File: config.mk
export PLATFORM = sky130hd
export DESIGN_NAME = rom_port_arbiter
export DESIGN_NICKNAME = d
export VERILOG_FILES = /design/src/rtl/rom_port_arbiter_pkg.sv /design/src/rtl/rom_port_arbiter.sv
export SDC_FILE = /design/constraint.sdc
export NUM_CORES = 1
export LEC_CHECK = 0
export ABC_AREA = 1
export CAP_MARGIN = 20
export CORE_ASPECT_RATIO = 1.5
export CORE_MARGIN = 4
export CORE_UTILIZATION = 43
export CTS_BUF_LIST = sky130_fd_sc_hd__clkbuf_4 sky130_fd_sc_hd__clkbuf_8
export CTS_CLUSTER_SIZE = 20
export DETAILED_ROUTE_END_ITERATION = 6
export PLACE_DENSITY = 0.95
export RECOVER_POWER = 100
export SYNTH_ARGS = -nofsm -noshare
export SYNTH_HDL_FRONTEND = slang
export SYNTH_SLANG_ARGS = --single-unit
File: constraint.sdc
create_clock -name clk -period 3.6 [get_ports clk]
set_clock_uncertainty 0.15 [all_clocks]
set_input_delay 0.36 -clock clk [delete_from_list [all_inputs] [get_ports clk]]
set_output_delay 0.36 -clock clk [all_outputs]
set_load 0.03 [all_outputs]
File: src/rtl/rom_port_arbiter_pkg.sv
`default_nettype none
// ============================================================================
// Module  : rom_port_arbiter_pkg
// Brief   : Shared CPU defines for the ROM port arbiter (bus widths, enables).
// Revision: 1.0 - initial release
// ============================================================================
package rom_port_arbiter_pkg;

  localparam int INST_ADDR_BUS = 32;
  localparam int INST_BUS      = 32;
  localparam int DEFAULT_ROM_AW = 5;

  localparam logic [INST_BUS-1:0] ZERO_WORD    = 32'h0;
  localparam logic                CHIP_ENABLE  = 1'b1;
  localparam logic                CHIP_DISABLE = 1'b0;

  typedef enum logic [1:0] {
    GNT_NONE = 2'd0,
    GNT_IF   = 2'd1,
    GNT_LS   = 2'd2
  } grant_e;

  // A byte address is usable only if word aligned and inside the 2**aw-word ROM.
  function automatic logic addr_invalid(input logic [INST_ADDR_BUS-1:0] addr,
                                        input int aw);
    return (addr[1:0] != 2'b00) || ((addr >> (aw + 2)) != '0);
  endfunction

endpackage : rom_port_arbiter_pkg
`default_nettype wire

File: src/rtl/rom_port_arbiter.sv
`default_nettype none
// ============================================================================
// Module  : rom_port_arbiter
// Brief   : Fetch-priority arbiter sharing one combinational instruction ROM
//           between fetch and a load/debug path, with LS starvation guard.
// Revision: 1.0 - initial release
// ============================================================================
module rom_port_arbiter
  import rom_port_arbiter_pkg::*;
#(
  parameter int ROM_AW   = DEFAULT_ROM_AW,
  parameter int MAX_WAIT = 4
) (
  input  logic                     clk,
  input  logic                     rst,
  input  logic                     if_req,
  input  logic [INST_ADDR_BUS-1:0] if_addr,
  output logic                     if_gnt,
  output logic                     if_rvalid,
  output logic [INST_BUS-1:0]      if_rdata,
  output logic                     if_err,
  input  logic                     ls_req,
  input  logic [INST_ADDR_BUS-1:0] ls_addr,
  output logic                     ls_gnt,
  output logic                     ls_rvalid,
  output logic [INST_BUS-1:0]      ls_rdata,
  output logic                     ls_err,
  output logic                     rom_ce,
  output logic [INST_ADDR_BUS-1:0] rom_addr,
  input  logic [INST_BUS-1:0]      rom_inst
);

  localparam int CNT_W = (MAX_WAIT > 0) ? $clog2(MAX_WAIT + 1) : 1;
  localparam logic [CNT_W-1:0] CNT_MAX = CNT_W'(MAX_WAIT);

  logic [CNT_W-1:0]         starve_cnt;
  logic                     ls_pri;
  grant_e                   grant;
  logic [INST_ADDR_BUS-1:0] sel_addr;
  logic                     sel_err;
  logic [INST_BUS-1:0]      rsp_data;

  assign ls_pri = (starve_cnt == CNT_MAX);

  always_comb begin
    grant = GNT_NONE;
    if (!rst) begin
      if (ls_req && (!if_req || ls_pri)) begin
        grant = GNT_LS;
      end else if (if_req) begin
        grant = GNT_IF;
      end
    end
  end

  always_comb begin
    sel_addr = (grant == GNT_LS) ? ls_addr : if_addr;
    sel_err  = addr_invalid(sel_addr, ROM_AW);
    if_gnt   = (grant == GNT_IF);
    ls_gnt   = (grant == GNT_LS);
    rom_ce   = CHIP_DISABLE;
    rom_addr = ZERO_WORD;
    // Bad addresses still retire through a grant but never touch the ROM.
    if ((grant != GNT_NONE) && !sel_err) begin
      rom_ce   = CHIP_ENABLE;
      rom_addr = sel_addr;
    end
    rsp_data = sel_err ? ZERO_WORD : rom_inst;
  end

  always_ff @(posedge clk) begin
    if (rst) begin
      if_rvalid <= 1'b0;
      if_err    <= 1'b0;
      if_rdata  <= ZERO_WORD;
      ls_rvalid <= 1'b0;
      ls_err    <= 1'b0;
      ls_rdata  <= ZERO_WORD;
    end else begin
      if_rvalid <= (grant == GNT_IF);
      if_err    <= (grant == GNT_IF) && sel_err;
      ls_rvalid <= (grant == GNT_LS);
      ls_err    <= (grant == GNT_LS) && sel_err;
      if (grant == GNT_IF) begin
        if_rdata <= rsp_data;
      end
      if (grant == GNT_LS) begin
        ls_rdata <= rsp_data;
      end
    end
  end

  // Counts consecutive refused LS cycles; saturation hands LS the priority.
  always_ff @(posedge clk) begin
    if (rst) begin
      starve_cnt <= '0;
    end else if (ls_req && !ls_gnt) begin
      if (starve_cnt != CNT_MAX) begin
        starve_cnt <= starve_cnt + CNT_W'(1);
      end
    end else begin
      starve_cnt <= '0;
    end
  end

endmodule : rom_port_arbiter
`default_nettype wire

# Yosys cells after proc, flatten, opt, wreduce, memory -nomap -nowiden
# Cells that the tools add are included.
# classes
n_reduce_logical	14
n_eq_ne	4
bitwise	1
muxes	7
n_addsub	1
# op_table
operator	count
$mux 32	3
$reduce_bool 32->1	1
$logic_and 1x1->1	5
$mux 2	2
$reduce_bool 2->1	2
$add 3x1->3 const B	1
$eq 3x3->1 const B	1
$logic_not 1->1	3
$ne 3x3->1 const B	1
$eq 2x1->1 const B	1
$eq 2x2->1 const B	1
$logic_or 1x1->1	2
$mux 1	2
$reduce_or 2->1	1
$not 1->1	1
# totals
output_inout_bits	103
input_bits	100
word_cells	34
regBits	71

# Longest topological paths before layout
# Gate-level depths: netlist of the first run.
# depth
word_depth	12
depth_mapped	15

# Worst setup path before layout of the first run
# Ideal clock, no wire load.
# synth_timing
path_type	reg2out
start	reg starve_cnt[0]
end	out rom_addr[2]
stages_incl_launch_ff	16
t_required_ns	3.090
path_slack_ns	0.879
t_arrival_ns	2.211
n_path_buf	1
path_cell_list	dfxtp_1 > inv_1 > ha_1 > nand2_1 > nand2_2 > nand2_4 > buf_6 > nand2_1 > nand2_1 > nand2_1 > nor2_1 > nand2_1 > nor2_4 > and2_1 > nand2_2 > nor2_1
# synth_between
elab_chain_len	12
# synth_lines
element	line	text
start, declared	rom_port_arbiter.sv:36	logic [CNT_W-1:0] starve_cnt;
start signal, assigned	rom_port_arbiter.sv:99	starve_cnt <= starve_cnt + CNT_W'(1);
$eq 3x3->1 *	rom_port_arbiter.sv:43	assign ls_pri = (starve_cnt == CNT_MAX);
$logic_or 1x1->1 *	rom_port_arbiter.sv:48	if (ls_req && (!if_req || ls_pri)) begin
$logic_and 1x1->1 *	rom_port_arbiter.sv:48	
$mux 2 *	rom_port_arbiter.sv:48	
$mux 2 *	rom_port_arbiter.sv:47	if (!rst) begin
$eq 2x2->1	rom_port_arbiter.sv:57	sel_addr = (grant == GNT_LS) ? ls_addr : if_addr;
$mux 32	rom_port_arbiter.sv:57	
$reduce_bool 32->1 / $reduce_bool 2->1 (equally long branches)	rom_port_arbiter_pkg.sv:26	return (addr[1:0] != 2'b00) || ((addr >> (aw + 2)) != '0);
$logic_or 1x1->1	rom_port_arbiter_pkg.sv:26	
$logic_not 1->1	rom_port_arbiter.sv:64	if ((grant != GNT_NONE) && !sel_err) begin
$logic_and 1x1->1	rom_port_arbiter.sv:64	
$mux 32 *	rom_port_arbiter.sv:64	
end, declared	rom_port_arbiter.sv:29	output logic [INST_ADDR_BUS-1:0] rom_addr,
# Mark *: on every way between the ends. The rest lies on a longest branch, timed or not.

# Worst setup path in the final report of the first run
# Ends and elaborated chain as after synthesis.

==> summary.txt, run 1 <==
Outcome
  • Outcome: finished, final reports clean

Job
  • Max-cap violations: 0

Placement
  • Detailed Place HPWL: 8613 um
  • PortBufs: 175
  • Place WS: 429.3 ps
  • Placed Area: 0.005220 mm2
  • RePlAce Congestion: 0.8144
  • Placed Cells: 744

Floorplanning
  • Core area: 0.008058 mm2
  • DIE WIDTH: 82.49 um
  • I/O pin cnt: 203
  • Die Y: 119.7 um
  • Rows: 40
  • Die area: 0.009876 mm2
  • Starting Density: 0.4441

Worst setup path
  • Endpoint class of the critical path: primary output
  • WP data arrival: 2740 ps
  • Worst setup SP type: register
  • Critical path peak fanout: 49
  • WS Path Type: reg2out
  • Critical Path RT: 3090 ps

Timing
  • Worst-Margin Slew: 950.9 ps
  • Slew Limit Fails: 0
  • Hold Vio Cnt, Final: 0
  • Hold Slack: 314.2 ps
  • RSZ-0062 raised after global routing: false
  • Final worst slack: 353.3 ps
  • TNS Setup: 0 ps
  • Slew HR: 0.3652
  • Max Fclk: 0.3080 GHz
  • Min Tclk post-route: 3247 ps
  • Final Cycle Share: 0.9019
  • Final setup fails: 0

CTS
  • CTS Root Cell: clkbuf_8
  • H-Tree Depth: 3
  • Clock Latency Late Sink: 350 ps
  • Post-CTS resize count: 0
  • CTS Sinks: 71
  • Post-CTS Hold Buffers: 0
  • Clock-pin slew on the worst setup and hold paths: 80 ps
  • CTS buffer count: 9
  • Clock Tree Buf Depth: 2
  • CTS tree: done
  • Setup repair bufs after CTS: 0

GRT
  • Global-route wire length before repair: 17760 um
  • Vias in the first global route: 3776
  • Largest net degree at the start of global routing: 65
  • Gr usage total: 0.2328
  • GRT Residual Overflow: 0
  • Antenna violations before repair: 0

Detailed routing
  • 1st-pass router iterations: 4
  • Final ANT Viol Nets: 0
  • Avg WL per Cell: 15.34 um
  • Via density: 5.103
  • WL final: 11660 um
  • DRC: 0
  • 1st-iter DRT viols: 178
  • Vias: 3878

Hold path
  • Hold WC Path Type: reg2reg

Final layout
  • Final #Nets: 752
  • Most frequent cells in the layout: nand2_1 (110), clkdlybuf4s50_1 (99), dfxtp_1 (71), dlygate4sd3_1 (69), nand3_1 (67)
  • Fin cells: 760
  • Fin area: 0.005391 mm2
  • Fill count: 646
  • Share of cells above drive strength 1: 0.05649
  • Most common cell after layout, fill and taps aside: nand2_1
  • Layout area overhead: 50.66%
  • ANT cells: 0
  • Final core occ: 0.6691

Pwr
  • Psw: 0.4865 mW
  • Clock power share: 0.391
  • VDD IR max: 259.6 uV
  • Internal Power: 1.357 mW
  • Pwr/cell area: 341.9 mW/mm2
  • Design Power: 1.843 mW
  • Sequential share of power: 0.437
  • P_leak: 2.596 nW
  • Sw Share: 0.2639
  • Part of the power in combinational logic: 0.172

Synth
  • YS warnings: 0
  • Post-Synthesis Cells: 492
  • Mapped Area: 0.003578 mm2
  • Sequential area share after synthesis: 0.3972
  • Netlist cell types: 26
  • Yosys reg bits: 71
  • Post-synthesis area per instance: 7.273 um2
==> cell type report <==
cell class              count  area [um2]  area share
clock buffers              10       137.6     0.02553
clock inverters             6       90.09     0.01671
inverters                  43       161.4     0.02994
multi-input cells         342        1659      0.3077
flip-flops and latches     71        1421      0.2636
well taps                 105       131.4     0.02437
repair buffers            183        1790      0.3321
==> state kept, by name (all words and copies together), names as in the netlist <==
signal and flops:
if_rdata 32, ls_rdata 32, starve_cnt 3, if_err 1, if_rvalid 1, ls_err 1
ls_rvalid 1
==> metal layers <==
| layer | GRT usage | share of wire |
|---|---|---|
| met1 | 0.2325 | 0.34 |
| met4 | 0.1123 | 0.037 |
| met2 | 0.4096 | 0.52 |
| met3 | 0.08559 | 0.10 |
| met5 | 0 | 0 |
==> power by group through the flow <==
| stage | combinational [mW] | sequential (mW) | clock (mW) |
|---|---|---|---|
| global route | 0.341 | 0.808 | 0.769 |
| CTS | 0.323 | 0.807 | 0.735 |
| global placement | 0.316 | 0.824 | 0 |
| finish | 0.317 | 0.806 | 0.721 |
| floorplan | 0.155 | 0.852 | 0 |
| detailed placement | 0.322 | 0.824 | 0 |
==> worst max-delay path: stages (launching register included) <==
cell,delay (ps)
dfxtp_1,370
inv_1,60
ha_1,190
nand2_1,110
nand2_1,120
nand2_4,390
nand2_1,110
nand2_1,90
nand2_1,50
nor2_1,120
nand2_1,110
nor2_4,90
and2_1,180
nand2_2,120
nor2_1,120
buf_4,170
==> cell usage after synthesis, drive strengths merged <==
| library cell | count | share of area |
|---|---|---|
| a21oi | 19 | 0.027 |
| and2 | 1 | 0.0017 |
| buf | 44 | 0.090 |
| clkbuf | 18 | 0.019 |
| conb | 1 | 0.0010 |
| dfxtp | 71 | 0.40 |
| ha | 2 | 0.0070 |
| inv | 43 | 0.045 |
| nand2 | 112 | 0.12 |
| nand3 | 67 | 0.11 |
| nand3b | 21 | 0.044 |
| nand4 | 26 | 0.045 |
| nor2 | 20 | 0.027 |
| nor3 | 1 | 0.0014 |
| o21ai | 44 | 0.062 |
| or2 | 1 | 0.0017 |
| xnor2 | 1 | 0.0024 |
==> final timing paths <==
kind / startpoint / to / slack [ps] / depth (start not counted)
max: starve_cnt[0] / rom_addr[2] / 350 / 15
min: starve_cnt[0] / starve_cnt[0] / 310 / 1
max reg2reg: starve_cnt[0] / ls_rdata[17] / 740 / 14
min reg2reg: starve_cnt[0] / starve_cnt[0] / 310 / 1
==> kinds of logic after synthesis <==
kind of cell / Yosys count / synth area share
flops: 71 / 0.3972
simple gates: 249 / 0.3503
xor+xnor: 1 / 0.002448
compound gates: 63 / 0.08811
buf+inv: 105 / 0.1538
fa+ha+maj: 2 / 0.006992
other cells: 1 / 0.001048
No activity file was read; power rests on OpenSTA's default activity.
==> run 2: changes to the inputs <==
--- a/config.mk
+++ b/config.mk
@@ -9,10 +9,10 @@
 export CAP_MARGIN = 20
 export CORE_ASPECT_RATIO = 1.5
 export CORE_MARGIN = 4
-export CORE_UTILIZATION = 43
-export CTS_BUF_LIST = sky130_fd_sc_hd__clkbuf_4 sky130_fd_sc_hd__clkbuf_8
+export CORE_UTILIZATION = 42
 export CTS_CLUSTER_SIZE = 20
 export DETAILED_ROUTE_END_ITERATION = 6
+export HOLD_SLACK_MARGIN = 0.02
 export PLACE_DENSITY = 0.95
 export RECOVER_POWER = 100
 export SYNTH_ARGS = -nofsm -noshare
==> run 2 against run 1 <==
Against the previous run:
- sequential share of layout area is 0.70 points lower
- via count is 0.10% higher
- die area is 2.2% higher
- sequential cell count stayed put
- critical path type unchanged
- critical endpoint is now rom_addr[6]
==> summary.txt, run 2 (synthesized netlist as in run 1, its figures left out) <==
Final layout
  • Final #Nets: 754 (was 752)
  • Top flop regs: if_rdata: 32 flops, ls_rdata: 32 flops, starve_cnt: 3 flops (unchanged)
  • Share of cells above drive strength 1: 0.06088 (was 0.05649)
  • Layout area overhead: 54.79% (was 50.66%)
  • Fill count: 694 (was 646)
  • Fin area: 0.005539 mm2 (was 0.005391 mm2)
  • Most common cell after layout, fill and taps aside: nand2_1 (unchanged)
  • ANT cells: 0 (unchanged)
  • Most frequent cells in the layout: nand2_1 (110), clkdlybuf4s50_1 (100), dfxtp_1 (71), dlygate4sd3_1 (68), nand3_1 (67) (was nand2_1 (110), clkdlybuf4s50_1 (99), dfxtp_1 (71), dlygate4sd3_1 (69), nand3_1 (67))

Pwr
  • P_leak: 2.661 nW (was 2.596 nW)
  • Pwr/cell area: 400.4 mW/mm2 (was 341.9 mW/mm2)
  • Part of the power in combinational logic: 0.144 (was 0.172)
  • Internal Power: 1.696 mW (was 1.357 mW)
  • Sequential share of power: 0.364 (was 0.437)
  • Clock power share: 0.492 (was 0.391)
  • VDD IR max: 351.1 uV (was 259.6 uV)
  • Psw: 0.5215 mW (was 0.4865 mW)
  • Sw Share: 0.2352 (was 0.2639)

Hold path
  • Hold WC Path Type: reg2reg (unchanged)

Worst setup path
  • WS Path Type: reg2out (unchanged)
  • Worst setup SP type: register (unchanged)
  • Endpoint class of the critical path: primary output (unchanged)
  • WP data arrival: 2810 ps (was 2740 ps)
  • Critical path peak fanout: 43 (was 49)
  • Critical Path RT: 3090 ps (about the same)

Floorplanning
  • I/O pin cnt: 203 (unchanged)
  • DIE WIDTH: 83.37 um (was 82.49 um)
  • Rows: 41 (was 40)
  • Core area: 0.008362 mm2 (was 0.008058 mm2)
  • Starting Density: 0.4280 (was 0.4441)
  • Die area: 0.01009 mm2 (was 0.009876 mm2)
  • Die Y: 121.1 um (was 119.7 um)

GRT
  • Global-route wire length before repair: 18840 um (was 17760 um)
  • Vias in the first global route: 3749 (was 3776)
  • GRT Residual Overflow: 0 (unchanged)
  • Largest net degree at the start of global routing: 65 (unchanged)
  • Antenna violations before repair: 0 (unchanged)
  • Gr usage total: 0.2328 (about the same)

Placement
  • PortBufs: 175 (unchanged)
  • Placed Area: 0.005238 mm2 (was 0.005220 mm2)
  • RePlAce Congestion: 0.8821 (was 0.8144)
  • Detailed Place HPWL: 8693 um (was 8613 um)

Timing
  • Final setup fails: 0 (unchanged)
  • Hold Vio Cnt, Final: 0 (unchanged)
  • Slew Limit Fails: 0 (unchanged)
  • Worst-Margin Slew: 1003 ps (was 950.9 ps)
  • Final Cycle Share: 0.9233 (was 0.9019)
  • Slew HR: 0.3313 (was 0.3652)
  • TNS Setup: 0 ps (unchanged)
  • Max Fclk: 0.3008 GHz (was 0.3080 GHz)
  • RSZ-0062 raised after global routing: false (unchanged)
  • Min Tclk post-route: 3324 ps (was 3247 ps)

Detailed routing
  • 1st-iter DRT viols: 271 (was 178)
  • WL final: 11930 um (was 11660 um)
  • Via density: 5.081 (was 5.103)
  • Avg WL per Cell: 15.62 um (was 15.34 um)
  • Final ANT Viol Nets: 0 (unchanged)
  • 1st-pass router iterations: 5 (was 4)
  • DRC: 0 (unchanged)
  • Vias: 3882 (was 3878)

CTS
  • Clock Latency Late Sink: 330 ps (was 350 ps)
  • CTS buffer count: 9 (unchanged)
  • CTS Sinks: 71 (unchanged)
  • Post-CTS Hold Buffers: 0 (unchanged)
  • Clock Tree Buf Depth: 2 (unchanged)
  • Clock-pin slew on the worst setup and hold paths: 50 ps (was 80 ps)
  • CTS Root Cell: clkbuf_16 (was clkbuf_8)
  • Post-CTS resize count: 0 (unchanged)
  • Setup repair bufs after CTS: 0 (unchanged)
  • CTS tree: done (unchanged)
  • H-Tree Depth: 3 (unchanged)

Outcome
  • Outcome: finished, final reports clean (unchanged)

Job
  • Max-cap violations: 0 (unchanged)
[run 2: cell count changes in the layout (fill, tap and decap cells not counted), moves of 2 or more]
cell       delta
clkbuf_8     -10
bufinv_16     +2
clkbuf_2      +4
clkbuf_16     +9
[run 2: worst paths after layout]
kind / from / end / slack, ps / depth (start not counted)
worst max register to register: starve_cnt[0] / if_rdata[17] / 770 / 14
worst max-delay path: starve_cnt[0] / rom_addr[6] / 280 / 15
worst min-delay path: starve_cnt[0] / starve_cnt[0] / 300 / 1
worst min register to register: starve_cnt[0] / starve_cnt[0] / 300 / 1
[run 2: critical path: stages (launching register included)]
cell and delay, ps:
dfxtp_1 360, inv_1 60, ha_1 190, nand2_1 120
nand2_1 120, nand2_4 350, nand2_1 110, nand2_1 80
nand2_1 50, nor2_1 150, nand2_1 120, nor2_4 100
and2_1 220, nand2_2 120, nor2_1 120, clkbuf_2 210
[run 2: stage by stage]
stage | std cells | utilization | power [mW] | setup WS, ps | hold slack, ps
2_1_floorplan | 518 | - | 1.007 | 879.4 | 267.3
3_3_place_gp | 748 | 0.6264 | 1.143 | 392.4 | 274.7
3_5_place_dp | 748 | 0.6264 | 1.148 | 348.4 | 288.3
4_1_cts | 764 | 0.6705 | 2.239 | 305.6 | 301.8
5_1_grt | 764 | 0.6624 | 2.294 | 48.10 | 323.4
6_report | 764 | 0.6624 | 2.218 | 276.1 | 304.3
[run 2: power by group through the flow]
stage          Sequential [mW]  Combinational, mW  Clock [mW]
2_1_floorplan            0.852              0.155           0
3_3_place_gp             0.824              0.319           0
3_5_place_dp             0.825              0.324           0
4_1_cts                  0.808              0.326        1.11
5_1_grt                  0.809              0.343        1.14
6_report                 0.808              0.320        1.09
[run 2: final cells by class]
cell class	count	area (um2)	area share
Multi-Input combinational cell	342	1654	0.2986
Timing Repair Buffer	185	1799	0.3248
Clock buffer	9	225.2	0.04066
Inverter	43	161.4	0.02914
Clock inverter	7	143.9	0.02598
Tap cell	107	133.9	0.02417
Sequential cell	71	1421	0.2566
[run 2: per-layer routing]
layer | track usage | wire length (um) | share of wire | up-vias
met4 | 0.1104 | 433 | 0.036 | 0
met5 | 0 | 0 | 0 | -
met1 | 0.2666 | 4494 | 0.38 | 1771
met2 | 0.4031 | 6121 | 0.51 | 193
met3 | 0.05910 | 883 | 0.074 | 34
li1 | - | - | - | 1884
==> run 3: changes to the inputs <==
--- a/config.mk
+++ b/config.mk
@@ -12,7 +12,7 @@
 export CORE_UTILIZATION = 42
 export CTS_CLUSTER_SIZE = 20
 export DETAILED_ROUTE_END_ITERATION = 6
-export HOLD_SLACK_MARGIN = 0.02
+export GPL_ROUTABILITY_DRIVEN = 0
 export PLACE_DENSITY = 0.95
 export RECOVER_POWER = 100
 export SYNTH_ARGS = -nofsm -noshare
==> run 3 against run 2 <==
Against the previous run:
- utilization fell by 1.1 points
- highest routed layer unchanged
- sequential cell count did not move
- count of clock-buffer cells in the layout did not move
- via count grew 0.98%
- global-route usage fell by 0.94 points
- power decreased by 13%
- first-iteration DRC count fell by 1.5%
- cell area shrank 1.7%
- maximum frequency is 0.96% lower
- combinational power about the same
==> summary.txt, run 3 (synthesized netlist as in run 1, its figures left out) <==
Outcome
  • Outcome: finished, final reports clean (unchanged)

Worst setup path
  • R2R cell count: 14 (unchanged)
  • WP data arrival: 2850 ps (was 2810 ps)
  • Endpoint class of the critical path: primary output (unchanged)
  • Worst setup path start: starve_cnt[0] (unchanged)
  • Worst setup SP type: register (unchanged)
  • FF-to-FF Start: starve_cnt[0] (unchanged)
  • RR Endpoint: ls_rdata[27] (was if_rdata[17])
  • WS Path Type: reg2out (unchanged)
  • Worst Setup EP: rom_addr[2] (was rom_addr[6])
  • Worst reg-to-reg setup slack: 730 ps (was 770 ps)
  • Critical Path RT: 3090 ps (about the same)
  • Critical path peak fanout: 39 (was 43)

Final layout
  • Layout area overhead: 52.20% (was 54.79%)
  • Final core occ: 0.6514 (was 0.6624)
  • Most frequent cells in the layout: nand2_1 (110), clkdlybuf4s50_1 (100), dfxtp_1 (71), dlygate4sd3_1 (68), nand3_1 (67) (unchanged)
  • Most common cell after layout, fill and taps aside: nand2_1 (unchanged)
  • Fin cells: 764 (unchanged)
  • Top flop regs: if_rdata: 32 flops, ls_rdata: 32 flops, starve_cnt: 3 flops (unchanged)
  • Share of cells above drive strength 1: 0.06088 (unchanged)
  • Final #Nets: 754 (unchanged)
  • ANT cells: 0 (unchanged)

Placement
  • Placed Cells: 748 (unchanged)
  • Detailed Place HPWL: 8624 um (was 8693 um)
  • PortBufs: 175 (unchanged)

Timing
  • Worst-Margin Slew: 1005 ps (was 1003 ps)
  • Final setup fails: 0 (unchanged)
  • Slew HR: 0.3288 (was 0.3313)
  • Final Cycle Share: 0.9322 (was 0.9233)
  • Max Fclk: 0.2980 GHz (was 0.3008 GHz)
  • Min Tclk post-route: 3356 ps (was 3324 ps)
  • RSZ-0062 raised after global routing: false (unchanged)
  • Slew Limit Fails: 0 (unchanged)
  • Hold Vio Cnt, Final: 0 (unchanged)
  • TNS Setup: 0 ps (unchanged)

CTS
  • CTS buffer count: 9 (unchanged)
  • CTS Sinks: 71 (unchanged)
  • Post-CTS resize count: 0 (unchanged)
  • Post-CTS Hold Buffers: 0 (unchanged)
  • Clock Latency Late Sink: 320 ps (was 330 ps)
  • Clock-pin slew on the worst setup and hold paths: 50 ps (about the same)
  • CTS tree: done (unchanged)
  • Clock Tree Buf Depth: 2 (unchanged)
  • Setup repair bufs after CTS: 0 (unchanged)
  • H-Tree Depth: 3 (unchanged)
  • CTS Root Cell: clkbuf_16 (unchanged)

Pwr
  • Design Power: 1.925 mW (was 2.218 mW)
  • Clock power share: 0.414 (was 0.492)
  • Psw: 0.5126 mW (was 0.5215 mW)
  • Sequential share of power: 0.420 (was 0.364)
  • VDD IR max: 263.7 uV (was 351.1 uV)
  • Internal Power: 1.413 mW (was 1.696 mW)
  • Part of the power in combinational logic: 0.166 (was 0.144)
  • Pwr/cell area: 353.5 mW/mm2 (was 400.4 mW/mm2)
  • Sw Share: 0.2662 (was 0.2352)
  • P_leak: 2.614 nW (was 2.661 nW)

Detailed routing
  • WL met2: 5904 um (was 6121 um)
  • Vias: 3920 (was 3882)
  • Top layer in use: met4 (unchanged)
  • Final ANT Viol Nets: 0 (unchanged)
  • 1st-pass router iterations: 5 (unchanged)
  • WL final: 11720 um (was 11930 um)
  • Via density: 5.131 (was 5.081)
  • M1 WL: 4430 um (was 4494 um)
  • DRC: 0 (unchanged)
  • 1st-iter DRT viols: 267 (was 271)
  • Avg WL per Cell: 15.34 um (was 15.62 um)
  • Routed wl met3: 933 um (was 883 um)

GRT
  • Antenna violations before repair: 0 (unchanged)
  • GRT Residual Overflow: 0 (unchanged)
  • Global-route wire length before repair: 18270 um (was 18840 um)
  • Largest net degree at the start of global routing: 65 (unchanged)
  • Vias in the first global route: 3728 (was 3749)
  • Gr usage total: 0.2234 (was 0.2328)

Floorplanning
  • I/O pin cnt: 203 (unchanged)
  • DIE WIDTH: 83.37 um (unchanged)
  • Core area: 0.008362 mm2 (unchanged)
  • Die Y: 121.1 um (unchanged)
  • Die area: 0.01009 mm2 (unchanged)
  • Starting Density: 0.4280 (unchanged)
  • Rows: 41 (unchanged)

Hold path
  • Hold WC Path Type: reg2reg (unchanged)

Job
  • Max-cap violations: 0 (unchanged)
[run 3: cell count changes in the layout (fill, tap and decap cells not counted), sizes merged]
cell,previous run,this run
buf,13,14
bufinv,4,0
clkbuf,13,12
clkinv,0,2
clkinvlp,2,4
[run 3: through the flow]
| stage | instance area (um2) | hold WS (ps) | worst slack [ps] |
|---|---|---|---|
| 2_1_floorplan | 3676 | 267.3 | 879.4 |
| 6_report | 5446 | 299.1 | 243.9 |
| 3_5_place_dp | 5238 | 290.4 | 312.9 |
| 4_1_cts | 5512 | 297.7 | 301.1 |
| 5_1_grt | 5446 | 329.9 | 51.80 |
| 3_3_place_gp | 5238 | 275.0 | 407.2 |
[run 3: layout make-up]
cell class                      count  area, um2
Fill cell                         719       2915
Timing Repair Buffer              185       1802
Multi-Input combinational cell    342       1654
Sequential cell                    71       1421
Clock buffer                        9      225.2
Inverter                           43      161.4
Tap cell                          107      133.9
Clock inverter                      7      48.80
[run 3: worst max-delay path, cell delays in order, from the launching register on]
cell      delay, ps
dfxtp_1         350
inv_1            60
ha_1            200
nand2_1         140
nand2_1         140
nand2_4         330
nand2_1         100
nand2_1          70
nand2_1          50
nor2_1          160
nand2_1         120
nor2_4          100
and2_1          230
nand2_2         130
nor2_1          120
clkbuf_2        220
[run 3: how the worst min path moves through the flow]
stage | from | depth (start not counted) | to
2_1_floorplan | starve_cnt[0] | 1 | starve_cnt[0]
3_3_place_gp | starve_cnt[0] | 1 | starve_cnt[0]
3_5_place_dp | starve_cnt[0] | 1 | starve_cnt[0]
4_1_cts | starve_cnt[0] | 1 | starve_cnt[0]
5_1_grt | starve_cnt[0] | 1 | starve_cnt[0]
6_report | starve_cnt[0] | 1 | starve_cnt[0]
[run 3: power by group through the flow]
stage,combinational [mW],sequential (mW),clock (mW)
2_1_floorplan,0.155,0.852,0
3_3_place_gp,0.319,0.824,0
3_5_place_dp,0.324,0.825,0
4_1_cts,0.326,0.808,0.816
5_1_grt,0.343,0.809,0.855
6_report,0.320,0.808,0.797
[run 3: routing by layer]
metal	GRT usage	vias up
li1	-	1883
met1	0.2556	1788
met2	0.3845	219
met3	0.05163	30
met4	0.1186	0
met5	0	-
